**config.mk**
```make
export PLATFORM = sky130hd
export DESIGN_NAME = adc_sampler
export DESIGN_NICKNAME = d
export VERILOG_FILES = /design/src/rtl/adc_sampler.sv
export SDC_FILE = /design/constraint.sdc
export NUM_CORES = 1
export LEC_CHECK = 0
export CAP_MARGIN = 40
export CORE_MARGIN = 4
export CORE_UTILIZATION = 45
export CTS_CLUSTER_DIAMETER = 60
export DETAILED_ROUTE_END_ITERATION = 10
export PLACE_DENSITY = 0.63
export SLEW_MARGIN = 10
export SYNTH_ARGS = -nofsm -noshare
export SYNTH_HDL_FRONTEND = slang
export SYNTH_SLANG_ARGS = --single-unit
```
**constraint.sdc**
```tcl
create_clock -name clk -period 2.9 [get_ports clk]
set_input_delay 0.58 -clock clk [delete_from_list [all_inputs] [get_ports clk]]
set_output_delay 0.58 -clock clk [all_outputs]
set_load 0.05 [all_outputs]
```
**src/rtl/adc_sampler.sv**
```systemverilog
// adc_sampler: sequences the external 8-bit ADC handshake (convStart pulse,
// busy rise/fall, rd_cs read window) on a fixed slot grid and publishes raw
// and box-car averaged samples with one-cycle valid strobes.
module adc_sampler #(
    parameter int SAMPLE_PERIOD = 128,
    parameter int CONV_PULSE    = 2,
    parameter int RD_CYCLES     = 2,
    parameter int TIMEOUT       = 64,
    parameter int AVG_LOG2      = 2
) (
    input  logic       clk,
    input  logic       reset,
    input  logic       enable,
    input  logic       busy,
    input  logic [7:0] adcVoltage,
    output logic       convStart,
    output logic       rd_cs,
    output logic [7:0] sample,
    output logic       sample_valid,
    output logic [7:0] avg_sample,
    output logic       avg_valid,
    output logic       timeout_err,
    output logic       overrun
);
    localparam int SLOT_W = (SAMPLE_PERIOD > 1) ? $clog2(SAMPLE_PERIOD) : 1;
    localparam int TMO_W  = $clog2(TIMEOUT + 1);
    localparam int PH_MAX = (CONV_PULSE > RD_CYCLES) ? CONV_PULSE : RD_CYCLES;
    localparam int PH_W   = $clog2(PH_MAX + 1);
    localparam int ACC_W  = 8 + AVG_LOG2;
    localparam int CNT_W  = AVG_LOG2 + 1;

    localparam logic [SLOT_W-1:0] SLOT_LAST = SLOT_W'(SAMPLE_PERIOD - 1);
    localparam logic [PH_W-1:0]   CONV_LAST = PH_W'(CONV_PULSE - 1);
    localparam logic [PH_W-1:0]   RD_LAST   = PH_W'(RD_CYCLES - 1);
    localparam logic [TMO_W-1:0]  TMO_LAST  = TMO_W'(TIMEOUT - 1);
    localparam logic [CNT_W-1:0]  CNT_LAST  = CNT_W'((1 << AVG_LOG2) - 1);

    typedef enum logic [2:0] {
        IDLE    = 3'd0,
        CONV    = 3'd1,
        WAIT_HI = 3'd2,
        WAIT_LO = 3'd3,
        READ    = 3'd4
    } state_t;

    state_t              state_q, state_d;
    logic [SLOT_W-1:0]   slot_q, slot_d;
    logic [PH_W-1:0]     ph_q, ph_d;        // cycles spent in CONV or READ
    logic [TMO_W-1:0]    tmo_q, tmo_d;      // cycles spent waiting on busy
    logic [ACC_W-1:0]    acc_q, acc_d;
    logic [CNT_W-1:0]    cnt_q, cnt_d;
    logic                busy_s1_q, busy_s2_q;
    logic                conv_start_q, conv_start_d;
    logic                rd_cs_q, rd_cs_d;
    logic [7:0]          sample_q, sample_d;
    logic                sample_valid_q, sample_valid_d;
    logic [7:0]          avg_sample_q, avg_sample_d;
    logic                avg_valid_q, avg_valid_d;
    logic                timeout_err_q, timeout_err_d;
    logic                overrun_q, overrun_d;
    logic                start_slot;
    logic [ACC_W-1:0]    sum;

    // Next-state, counters, capture/average datapath and registered-output decode.
    always_comb begin
        state_d        = state_q;
        ph_d           = ph_q;
        tmo_d          = tmo_q;
        acc_d          = acc_q;
        cnt_d          = cnt_q;
        sample_d       = sample_q;
        sample_valid_d = 1'b0;
        avg_sample_d   = avg_sample_q;
        avg_valid_d    = 1'b0;
        timeout_err_d  = 1'b0;
        overrun_d      = 1'b0;
        slot_d         = (slot_q == SLOT_LAST) ? '0 : slot_q + 1'b1;
        start_slot     = (slot_q == '0) && enable;
        sum            = acc_q + ACC_W'(adcVoltage);

        // A start slot that arrives while a conversion is still in flight is lost.
        if (start_slot && (state_q != IDLE)) begin
            overrun_d = 1'b1;
        end

        case (state_q)
            IDLE: begin
                if (start_slot) begin
                    state_d = CONV;
                    ph_d    = '0;
                end
            end
            CONV: begin
                tmo_d = '0;
                if (ph_q == CONV_LAST) begin
                    state_d = WAIT_HI;
                    ph_d    = '0;
                end else begin
                    ph_d = ph_q + 1'b1;
                end
            end
            // The timeout budget covers both busy edges, so it wins over either edge.
            WAIT_HI: begin
                tmo_d = tmo_q + 1'b1;
                if (tmo_q == TMO_LAST) begin
                    state_d       = IDLE;
                    timeout_err_d = 1'b1;
                end else if (busy_s2_q) begin
                    state_d = WAIT_LO;
                end
            end
            WAIT_LO: begin
                tmo_d = tmo_q + 1'b1;
                if (tmo_q == TMO_LAST) begin
                    state_d       = IDLE;
                    timeout_err_d = 1'b1;
                end else if (!busy_s2_q) begin
                    state_d = READ;
                    ph_d    = '0;
                end
            end
            READ: begin
                if (ph_q == RD_LAST) begin
                    state_d        = IDLE;
                    sample_d       = adcVoltage;
                    sample_valid_d = 1'b1;
                    if (cnt_q == CNT_LAST) begin
                        avg_sample_d = 8'(sum >> AVG_LOG2);
                        avg_valid_d  = 1'b1;
                        acc_d        = '0;
                        cnt_d        = '0;
                    end else begin
                        acc_d = sum;
                        cnt_d = cnt_q + 1'b1;
                    end
                end else begin
                    ph_d = ph_q + 1'b1;
                end
            end
            default: state_d = IDLE;
        endcase

        conv_start_d = (state_d == CONV);
        rd_cs_d      = (state_d != READ);
    end

    // State, counters, busy synchronizer and output registers.
    always_ff @(posedge clk or negedge reset) begin
        if (!reset) begin
            state_q        <= IDLE;
            slot_q         <= '0;
            ph_q           <= '0;
            tmo_q          <= '0;
            acc_q          <= '0;
            cnt_q          <= '0;
            busy_s1_q      <= 1'b0;
            busy_s2_q      <= 1'b0;
            conv_start_q   <= 1'b0;
            rd_cs_q        <= 1'b1;
            sample_q       <= '0;
            sample_valid_q <= 1'b0;
            avg_sample_q   <= '0;
            avg_valid_q    <= 1'b0;
            timeout_err_q  <= 1'b0;
            overrun_q      <= 1'b0;
        end else begin
            state_q        <= state_d;
            slot_q         <= slot_d;
            ph_q           <= ph_d;
            tmo_q          <= tmo_d;
            acc_q          <= acc_d;
            cnt_q          <= cnt_d;
            busy_s1_q      <= busy;
            busy_s2_q      <= busy_s1_q;
            conv_start_q   <= conv_start_d;
            rd_cs_q        <= rd_cs_d;
            sample_q       <= sample_d;
            sample_valid_q <= sample_valid_d;
            avg_sample_q   <= avg_sample_d;
            avg_valid_q    <= avg_valid_d;
            timeout_err_q  <= timeout_err_d;
            overrun_q      <= overrun_d;
        end
    end

    assign convStart    = conv_start_q;
    assign rd_cs        = rd_cs_q;
    assign sample       = sample_q;
    assign sample_valid = sample_valid_q;
    assign avg_sample   = avg_sample_q;
    assign avg_valid    = avg_valid_q;
    assign timeout_err  = timeout_err_q;
    assign overrun      = overrun_q;

endmodule
```
Word level (Yosys, flattened, before mapping) --
Index checks and enable logic that the tools add are counted.
Word-level totals: output and inout bits 22, input port bits 12, flip-flop bits (word level) 56, word-level logic and storage cells 72
Operators by class: multiplexer cells 26, reduce and logical (&&, ||, !) cells 11, add/subtract/negate cells 5, equal/unequal tests 14
Operator list (number):
- 3-bit 2-to-1 mux | 8
- 3-bit case mux with 5 select lines | 1
- 7-bit by 1-bit adder with 7-bit output, second input constant | 2
- 7-bit case mux with 2 select lines | 1
- 10-bit by 8-bit adder with 10-bit output | 1
- 10-bit 2-to-1 mux | 1
- 2-bit 2-to-1 mux | 5
- 3-bit by 2-bit equality test with 1-bit output, second input constant | 3
- 1-bit 2-to-1 mux | 8
- 2-bit inequality test, second input constant | 4
- 2-bit case mux with 4 select lines | 1
- 7-bit by 6-bit equality test with 1-bit output, second input constant | 1
- 7-bit equality test, second input constant | 1
- 7-bit logical NOT | 1
- 7-bit 2-to-1 mux | 1
- 3-bit by 1-bit equality test with 1-bit output, second input constant | 2
- 5-bit AND reduction | 1
- 4-bit nonzero test | 1
- 3-bit by 1-bit adder with 3-bit output, second input constant | 1
- 3-bit equality test, second input constant | 1
- 3-bit logical NOT | 1
- 3-bit inequality test, second input constant | 1
- 3-bit AND reduction | 1
- 3-bit nonzero test | 1
- 6 further kinds | 7

Logic depth before layout (Yosys ltp) --
depth after elaboration 5, mapped depth 8, depth with buffers taken out 8

Least setup slack after synthesis --
No wires, ideal clock.
path kind input-to-reg, from input port adcVoltage[0], to register avg_sample_q[4], in the netlist avg_sample[4], stages 8, setup slack 801 ps, arrival time 1974 ps, buffers on the path 0, required time 2775 ps, library setup time 125 ps, cell sequence ha_1 > inv_1 > fa_1 > nor2b_1 > o31a_1 > o22ai_1 > xnor2_1 > mux2_2
On the way: word-level cells in the longest chain between the ends 1
RTL lines:
- start: declaration | line 15 | input logic [7:0] adcVoltage,
- 10-bit by 8-bit adder with 10-bit output | line 79 | sum = acc_q + ACC_W'(adcVoltage);
- end signal: assignment | line 179 | avg_sample_q <= avg_sample_d;
- end: declaration | line 57 | logic [7:0] avg_sample_q, avg_sample_d;
Every way passes these cells. A chain may end at the register's enable or synchronous reset.

Final worst setup path --
Ends and elaborated chain as after synthesis.

==> qor.yml <==
cells_and_area:
  fillers: 499
  diodes: 0
  nNetsFinal: 318
  multi_input_area_sq_um: 1200
  regArea_sq_um: 1400
  area_growth_pct: 19.5
  drive_above_1_share_pct: 10.6
yosys:
  synth_simple_gate_area_share_pct: 16.1
  yosysWarnings: 0
  syn_inst: 254
  synth_top_family_by_area: "simple AND/OR/NAND/NOR gates"
  synth_xor_area_share_pct: 3.92
  ys_seq_elements: 56
  synthMuxAreaShare_pct: 3.73
  synth-edff-count: 0
  async_reset_ff_share_pct: 100
  syn_nets: 281
  ys_types: 50
  synthFlopType: "dfrtp_1"
  synth_compound_area_share_pct: 13.7
  synth_fa_ha_area_share_pct: 7.28
  syn_area_per_cell_sq_um: 10.6
  netlist_area_sq_um: 2680
  ys_seq_area_share_pct: 52.3
place:
  hpwlAfterDp_um: 3580
  port_buffers: 33
  place_congestion: 0.802
sta:
  tightest_slew_ns: 0.635
  final.min_clock_period_ns: 2.42
  hold_viol_final: 0
  setup_tns_ns: 0
  finClkSkew_ns: 0.00558
  setup_viol: 0
  relSlewSlack_pct: 57.7
  drv_slew: 0
  fin_crit_sh_pct: 83.3
  grt_setup_unrepaired: "false"
  fmax_mhz: 414
  whs_ns: 0.284
critical_path:
  r2r_slack_ns: 0.74
  end_kind: "flop"
  r2r-end: "acc_q[9]$_DFFE_PN0P_"
  critical-path-max-stage-delay_ns: 0.48
  cp.required_ns: 3.10
  rr_worst_depth: 7
  critPathCapture: "avg_sample[4]$_DFFE_PN0P_"
  crit_arrival_ns: 2.62
  worstReg2RegStart: "ph_q[1]$_DFFE_PN0P_"
  crit_start: "adcVoltage[0]"
  worstPathCellList: "clkdlybuf4s50_1, ha_1, inv_1, fa_1, nor2b_1, o31a_1, o22ai_1, xnor2_1, mux2_2"
  worstSetupStartpointType: "input port"
  cp_slowest_cell: "clkdlybuf4s50_1"
  crit_fanout: 3
  crit_type: "input port to flop"
global_route:
  antenna_found_initial: 0
  grt_pass1_wl_um: 8430
  grt_pass1_vias: 1853
  grt_max_degree: 30
  overflow: 0
  track_usage_pct: 14.4
cts:
  post_cts_buffers: 0
  postCtsHoldBufs: 0
  cts-root-buf: "clkbuf_8"
  cts_tree: "done"
  numCtsBuffers: 5
  cts_buffer_depth: 2
  cts_resized: 0
  clock_latency_ns: 0.31
  clock_sink_count: 56
  clkTransAtPathRegs_ns: 0.10
  htree_levels: 2
routing:
  drt_iter0_drc: 55
  routed_wl_um: 4960
  wire_per_inst_um: 13.6
  vias: 1893
  first_pass_iters: 4
  drtAntennaViolNets: 0
  avgViaCountPerCell: 5.20
  drc: 0
floorplan:
  die_w_um: 85.2
  core_sq_um: 5640
  io_pins: 34
  fp-row-count: 27
  dieArea_sq_um: 7260
  start_util_pct: 47.5
  die_h_um: 85.2
power_and_ir_drop:
  ir_drop_uv: 439
  powerDensity_nw_per_um2: 769
  leakage_nw: 1.50
flow_run:
  cap_violations: 0
outcome:
  outcome: "finished clean"
hold_path:
  hp-class: "input port to async pin"
## flip-flops by register name, indices dropped and copies added (netlist names), 2 cells and up
name and cells:
acc_q 10, avg_sample 8, sample 8, slot_q 7
tmo_q 7, cnt_q 3, state_q 3, ph_q 2
## where the power goes
group,switching [W],total [W],internal (W)
combinational,0.000547,0.000938,0.000391
clock,0.000244,0.000501,0.000257
sequential,0.000111,0.00103,0.000915
total,0.000902,0.00246,0.00156
## worst max-delay path, delay by kind of cell
family	cells	cell delay, ns
muxes	1	0.27
adders and majority gates	2	0.59
xor gates and xnor gates	1	0.15
buffers and inverters	2	0.54
and+or+nand+nor	1	0.16
AOI/OAI and AO/OA	2	0.32
## metal layers
layer	up-vias	part of all wire [%]	track usage [%]	routed length, um
li1	955	-	-	-
met1	900	46	18.6	2280
met2	33	48	23.7	2400
met3	5	4.7	4.27	232
met4	0	0.91	3.60	45
met5	-	0	0	0
## Yosys cell counts, types with 2 or more instances
cell | number | area [sq um]
a211oi_1 | 2 | 15.0
a21o_1 | 3 | 22.5
a21oi_1 | 4 | 20.0
a22o_1 | 9 | 78.8
a31oi_1 | 2 | 12.5
and3_1 | 3 | 18.8
clkbuf_1 | 3 | 11.3
dfrtp_1 | 55 | 1380
ha_1 | 14 | 175
inv_1 | 11 | 41.3
mux2_2 | 8 | 90.1
nand2_1 | 41 | 154
nand2b_1 | 2 | 12.5
nand2b_4 | 2 | 27.5
nand3_1 | 8 | 40.0
nand4_1 | 2 | 12.5
nor2_1 | 19 | 71.3
nor2b_1 | 2 | 12.5
o21ai_0 | 17 | 85.1
o22ai_1 | 3 | 18.8
o31a_1 | 2 | 17.5
o31ai_1 | 2 | 15.0
or2_2 | 3 | 18.8
xnor2_1 | 7 | 61.3
xor2_1 | 5 | 43.8
## cells by family (layout without fill, tap and decap cells)
kind of cell | Yosys count | in the layout
buffers and inverters | 18 | 56
DFF | 56 | 56
adders and majority gates | 15 | 15
AOI/OAI and AO/OA | 53 | 53
muxes | 9 | 9
and+or+nand+nor | 91 | 91
xor gates and xnor gates | 12 | 12
## cell usage in the layout, fill, tap and decap left out, types with 3 or more instances in the layout
master	instances
o22ai_1	3
xnor2_1	7
clkdlybuf4s50_1	32
dfrtp_1	55
o21ai_0	17
mux2_2	8
and3_1	3
a22o_1	9
a21o_1	3
nand2_1	41
or2_2	3
clkbuf_8	5
nor2_1	19
a21oi_1	4
xor2_1	5
ha_1	14
inv_1	11
nand3_1	8
## per-stage QoR
step | total power, W | setup slack (ns) | area, sq um | instances | util (%)
3_5_place_dp | 0.00198 | 0.154 | 3100 | 356 | 54.9
3_3_place_gp | 0.00197 | 0.181 | 3100 | 356 | 54.9
5_1_grt | 0.00262 | 0.396 | 3210 | 364 | 56.8
4_1_cts | 0.00249 | 0.489 | 3210 | 364 | 56.8
6_report | 0.00246 | 0.483 | 3210 | 364 | 56.8
2_1_floorplan | 0.00172 | 0.801 | 2680 | 254 | -
## layout make-up
type,count,share of cell area [%]
Sequential cell,56,43.8
Clock buffer,6,2.26
Timing Repair Buffer,35,11.0
Inverter,13,1.68
Multi-Input combinational cell,180,37.4
Clock inverter,2,1.09
Tap cell,72,2.81
## worst min-delay path by stage
stage / cells after the start / slack (ns) / from / to
finish: 1 / 0.28 / reset / sample_valid$_DFF_PN0_
global route: 1 / 0.32 / reset / sample_valid$_DFF_PN0_
CTS: 1 / 0.31 / reset / sample_valid$_DFF_PN0_
detailed placement: 0 / 0.33 / busy_s1_q$_DFF_PN0_ / busy_s2_q$_DFF_PN0_
global placement: 0 / 0.34 / busy_s1_q$_DFF_PN0_ / busy_s2_q$_DFF_PN0_
floorplan: 0 / 0.28 / reset / acc_q[0]$_DFFE_PN0P_
Note: power is estimated with default switching activity, not from simulation.
==> edit 1 (same settings) <==
Add an input register stage for `enable`, `busy` and `adcVoltage`, with the module's reset; this delays them by one clock. Comments in the files are not updated.
--- a/src/rtl/adc_sampler.sv
+++ b/src/rtl/adc_sampler.sv
@@ -45,2 +45,18 @@
 
+    logic enable_q;
+    logic busy_q;
+    logic [7:0] adcVoltage_q;
+
+    always_ff @(posedge clk or negedge reset) begin
+        if (!reset) begin
+            enable_q     <= '0;
+            busy_q       <= '0;
+            adcVoltage_q <= '0;
+        end else begin
+            enable_q     <= enable;
+            busy_q       <= busy;
+            adcVoltage_q <= adcVoltage;
+        end
+    end
+
     state_t              state_q, state_d;
@@ -77,4 +93,4 @@
         slot_d         = (slot_q == SLOT_LAST) ? '0 : slot_q + 1'b1;
-        start_slot     = (slot_q == '0) && enable;
-        sum            = acc_q + ACC_W'(adcVoltage);
+        start_slot     = (slot_q == '0) && enable_q;
+        sum            = acc_q + ACC_W'(adcVoltage_q);
 
@@ -124,3 +140,3 @@
                     state_d        = IDLE;
-                    sample_d       = adcVoltage;
+                    sample_d       = adcVoltage_q;
                     sample_valid_d = 1'b1;
@@ -172,3 +188,3 @@
             cnt_q          <= cnt_d;
-            busy_s1_q      <= busy;
+            busy_s1_q      <= busy_q;
             busy_s2_q      <= busy_s1_q;
Formal check against the unedited RTL: not equivalent (a bounded check fails within 4 cycles, from zero or initial values and one cycle with reset low).
==> edit 1 against the original RTL <==
- count of clock-buffer cells in the layout is 5 higher
- cell area increased by 13%
- clock power up 56%
- sequential power rose by 15%
- sequential cell count increased by 10
- synthesized area rose by 12%
- worst setup slack improved by 0.17 ns
- first-iteration DRC count grew 49%
- power grew 15%
- clock skew shrank 0.00071 ns
- synthesized cell count rose by 9.4%
- routed wire length up 16%
- non-clock buffer count grew 3
- critical endpoint is now rd_cs
==> edit 1: results (changes against the original RTL) <==
[status]
status=completed  ; unchanged

[power]
ir_worst_vdd_uv=451  ; was 439 uV
p_leak_nw=1.76  ; was 1.50 nW

[synth]
synthAdderAreaFrac=0.0651  ; was 0.0728
synth_fp_nets=305  ; was 281
yosys-top-cells-count=dfrtp_1 (65), nand2_1 (48), nor2_1 (21), ha_1 (14), inv_1 (12)  ; was dfrtp_1 (55), nand2_1 (41), nor2_1 (19), o21ai_0 (17), ha_1 (14)
synth_compound_area_frac=0.136  ; was 0.137
yosysSeqAreaShare=0.551  ; was 0.523

[setup_path]
crit_family=buffers and inverters  ; was adder cells
cp.arrival_ns=1.67  ; was 2.62 ns
critPathMaxFanout=1  ; was 3

[final_layout]
inverters_excl_clock=14  ; was 13
nNetsFinal=346  ; was 318
clkbuf_count=11  ; was 6
clock_cell_area_share=0.0562  ; was 0.0336
multi_input_area_share=0.347  ; was 0.374
n_all_buffers=38  ; was 35
num-fill-cells=592  ; was 499
area_share_nonclk_buffers=0.100  ; was 0.110
seq_share=0.456  ; was 0.438

[grt]
grt_pass1_wl_um=9730  ; was 8430 um
grt_max_degree=29  ; was 30
first_global_vias=1968  ; was 1853
grtUsageTotal=0.164  ; was 0.144

[route]
routed_wl_um=5780  ; was 4960 um
viasPerCell=5.18  ; was 5.20

[placed_design]
hpwl_um=4140  ; was 3580 um
placed_area_mm2=0.00342  ; was 0.00310 mm^2

[cts]
clock-sinks=66  ; was 56
htree_levels=3  ; was 2

[sta]
tightestPinTransition_ns=0.629  ; was 0.635 ns

==> edit 1: path summary, 6_finish.rpt <==
kind | cells after the start | slack, ns | endpoint | startpoint
max | 1 | 0.65 | rd_cs | rd_cs
min | 1 | 0.26 | sample_valid | reset
max reg2reg | 7 | 0.74 | avg_sample[4] | ph_q[1]
min reg2reg | 0 | 0.35 | busy_s2_q | busy_s1_q
max in group asynchronous | 2 | 1.96 | rd_cs | reset
min in group clk | 0 | 0.35 | busy_s2_q | busy_s1_q
==> edit 1: metal layers <==
layer  routed length, um  GRT usage  vias up
met2                2420      0.223       37
met4                  71     0.0609        0
li1                    -          -     1043
met1                3040      0.236      993
met3                 252     0.0630        5
met5                   0          0        -
==> edit 1: power groups by stage <==
stage	Clock (W)	Combinational, W	Sequential [W]
after global routing	0.000851	0.000959	0.00120
after global placement	0	0.000869	0.00119
after CTS	0.000808	0.000881	0.00118
after detailed placement	0	0.000878	0.00120
after floorplan	0	0.000543	0.00129
final	0.000780	0.000875	0.00118
==> edit 2 (same flow settings) <==
Without the edit above. Change the parameter `SAMPLE_PERIOD` from 128 to 64.
--- a/src/rtl/adc_sampler.sv
+++ b/src/rtl/adc_sampler.sv
@@ -4,3 +4,3 @@
 module adc_sampler #(
-    parameter int SAMPLE_PERIOD = 128,
+    parameter int SAMPLE_PERIOD = 64,
     parameter int CONV_PULSE    = 2,
Function: same outputs for any inputs over 10 cycles, from zero or initial values and one cycle with reset low; that may be too few to reach the edited logic, so the function may still have changed.
==> edit 2 against the original RTL <==
- cell area is 2.2% higher
- power is 1.6% lower
- sequential cell count is 1 lower
- synthesized cell count is 5.5% higher
- global-route usage is 1.7 points higher
- synthesized area is 2.8% higher
- register-to-register slack worse by 0.24 ns
- utilization is 1.5 points lower
- clock skew is 0.0019 ns higher
- routed wire length is 11% higher
- largest power group is now combinational logic
- sequential share of layout area is 1.7 points lower
- cell count is 5.2% higher
- worst setup slack worse by 0.062 ns
==> edit 2: results (changes against the original RTL) <==
[grt]
use_met3=0.0257  ; was 0.0427
grt_util_met1=0.216  ; was 0.186
grt_max_degree=36  ; was 30
overflow=0  ; unchanged
use_met2=0.271  ; was 0.237
first_global_vias=2008  ; was 1853
grt_pass1_wl_um=9600  ; was 8430 um
grtUsageTotal=0.161  ; was 0.144

[min_path]
holdCritPathClass=input port to asynchronous set/reset pin  ; unchanged

[placed_design]
hpwl_um=3990  ; was 3580 um
io_buffer_count=33  ; unchanged
gp_congestion=0.793  ; was 0.802
pre_cts_ws_ns=0.0967  ; was 0.154 ns
dpl.cell_count=375  ; was 356
placed_area_mm2=0.00319  ; was 0.00310 mm^2

[final_layout]
largest_reg_flops=10  ; unchanged
diodes=0  ; unchanged
nNetsFinal=334  ; was 318
drive_gt1_frac=0.101  ; was 0.106
num-fill-cells=547  ; was 499

[route]
antenna_left=0  ; unchanged
routedWlPerCell_um=14.4  ; was 13.6 um
drt_iter0_drc=80  ; was 55
viasPerCell=5.30  ; was 5.20
routed_wl_um=5530  ; was 4960 um

[synth]
yosys-top-cells-count=dfrtp_1 (54), nand2_1 (48), nor2_1 (21), inv_1 (16), ha_1 (14)  ; was dfrtp_1 (55), nand2_1 (41), nor2_1 (19), o21ai_0 (17), ha_1 (14)
synthAdderAreaFrac=0.0708  ; was 0.0728
synth.area.top_cells=dfrtp_1 (49%), nand2_1 (6.5%), ha_1 (6.4%)  ; was dfrtp_1 (51%), ha_1 (6.5%), nand2_1 (5.7%)
async_flop_share=1.00  ; unchanged
synth_fp_nets=295  ; was 281
synthXorXnorAreaFrac=0.0254  ; was 0.0392
synth_compound_area_frac=0.166  ; was 0.137
synth.mux.area_fraction=0.0508  ; was 0.0373
synthDistinctLibCells=54  ; was 50
yosysSeqAreaShare=0.500  ; was 0.523
avgSynthCellArea_um2=10.3  ; was 10.6 um^2

[sta]
tightestPinTransition_ns=0.731  ; was 0.635 ns
clock_skew_ns=0.00751  ; was 0.00558 ns
fin_setup_tns_ns=0  ; unchanged
drv_slew=0  ; unchanged

[status]
status=completed  ; unchanged

[setup_path]
cp.arrival_ns=2.68  ; was 2.62 ns
r2r-start=ph_q[1]  ; unchanged
critPathMaxStageDelay_ns=0.48  ; about the same
crit_path_top_delay_cell=clkdlybuf4s50_1  ; unchanged

[power]
ir_worst_vdd_uv=368  ; was 439 uV
swShare=0.389  ; was 0.366
p_leak_nw=1.51  ; was 1.50 nW

[cts]
cts_setup_buffers=0  ; unchanged
path_clk_slew_ns=0.09
htree_levels=2  ; unchanged
cts_made_buffers=5  ; unchanged

## edit 2: logic make-up (layout without fill, tap and decap cells)
family,count (synthesis),count (layout)
AOI/OAI and AO/OA,61,61
muxes,13,13
and+or+nand+nor,92,92
DFF,55,55
buffers and inverters,24,64
xor gates and xnor gates,8,8
adders and majority gates,15,15
## edit 2: through the flow
step	hold WS (ns)	util	total power, W
6_report	0.244	0.553	0.00242
5_1_grt	0.262	0.553	0.00260
4_1_cts	0.243	0.553	0.00245
3_5_place_dp	0.336	0.540	0.00204
3_3_place_gp	0.334	0.540	0.00202
2_1_floorplan	0.284	-	0.00176
## edit 2: power by group through the flow
stage          combinational [W]  sequential, W  clock, W
6_report                 0.00102       0.000999  0.000404
5_1_grt                  0.00113        0.00102  0.000447
4_1_cts                  0.00103        0.00100  0.000427
3_5_place_dp             0.00103        0.00101         0
3_3_place_gp             0.00101        0.00101         0
2_1_floorplan           0.000612        0.00114         0
## edit 2: metal layers
| metal | up-vias | part of all wire |
|---|---|---|
| met4 | 0 | 0.011 |
| met5 | - | 0 |
| met3 | 6 | 0.031 |
| met2 | 27 | 0.49 |
| li1 | 1011 | - |
| met1 | 986 | 0.47 |
## edit 2: worst paths after layout
| check | endpoint | slack (ns) | cells after the start |
|---|---|---|---|
| max | avg_sample[4] | 0.42 | 9 |
| min | slot_q[2] | 0.24 | 2 |
| max reg2reg | avg_sample[3] | 0.50 | 8 |
| min reg2reg | busy_s2_q | 0.35 | 0 |
| max in group asynchronous | rd_cs | 2.25 | 2 |
| min in group clk | busy_s2_q | 0.35 | 0 |
## edit 2: area by class of cell
class / instances / area, um^2 / area share
multi-input combinational: 189 / 1280 / 0.392
clock inverter: 1 / 5.00 / 0.00153
sequential: 55 / 1380 / 0.421
clock buffer: 7 / 76.3 / 0.0233
inverter: 16 / 60.1 / 0.0183
timing repair buffer: 40 / 378 / 0.115
tap: 75 / 93.8 / 0.0286
## edit 2: worst register-to-register path: stages, from the launching register on
cell and delay [ns]:
dfrtp_1 0.41, inv_1 0.06, ha_1 0.25, nand4bb_1 0.48, inv_1 0.25, nand3_1 0.13
buf_4 0.20, inv_1 0.15, mux2_2 0.34
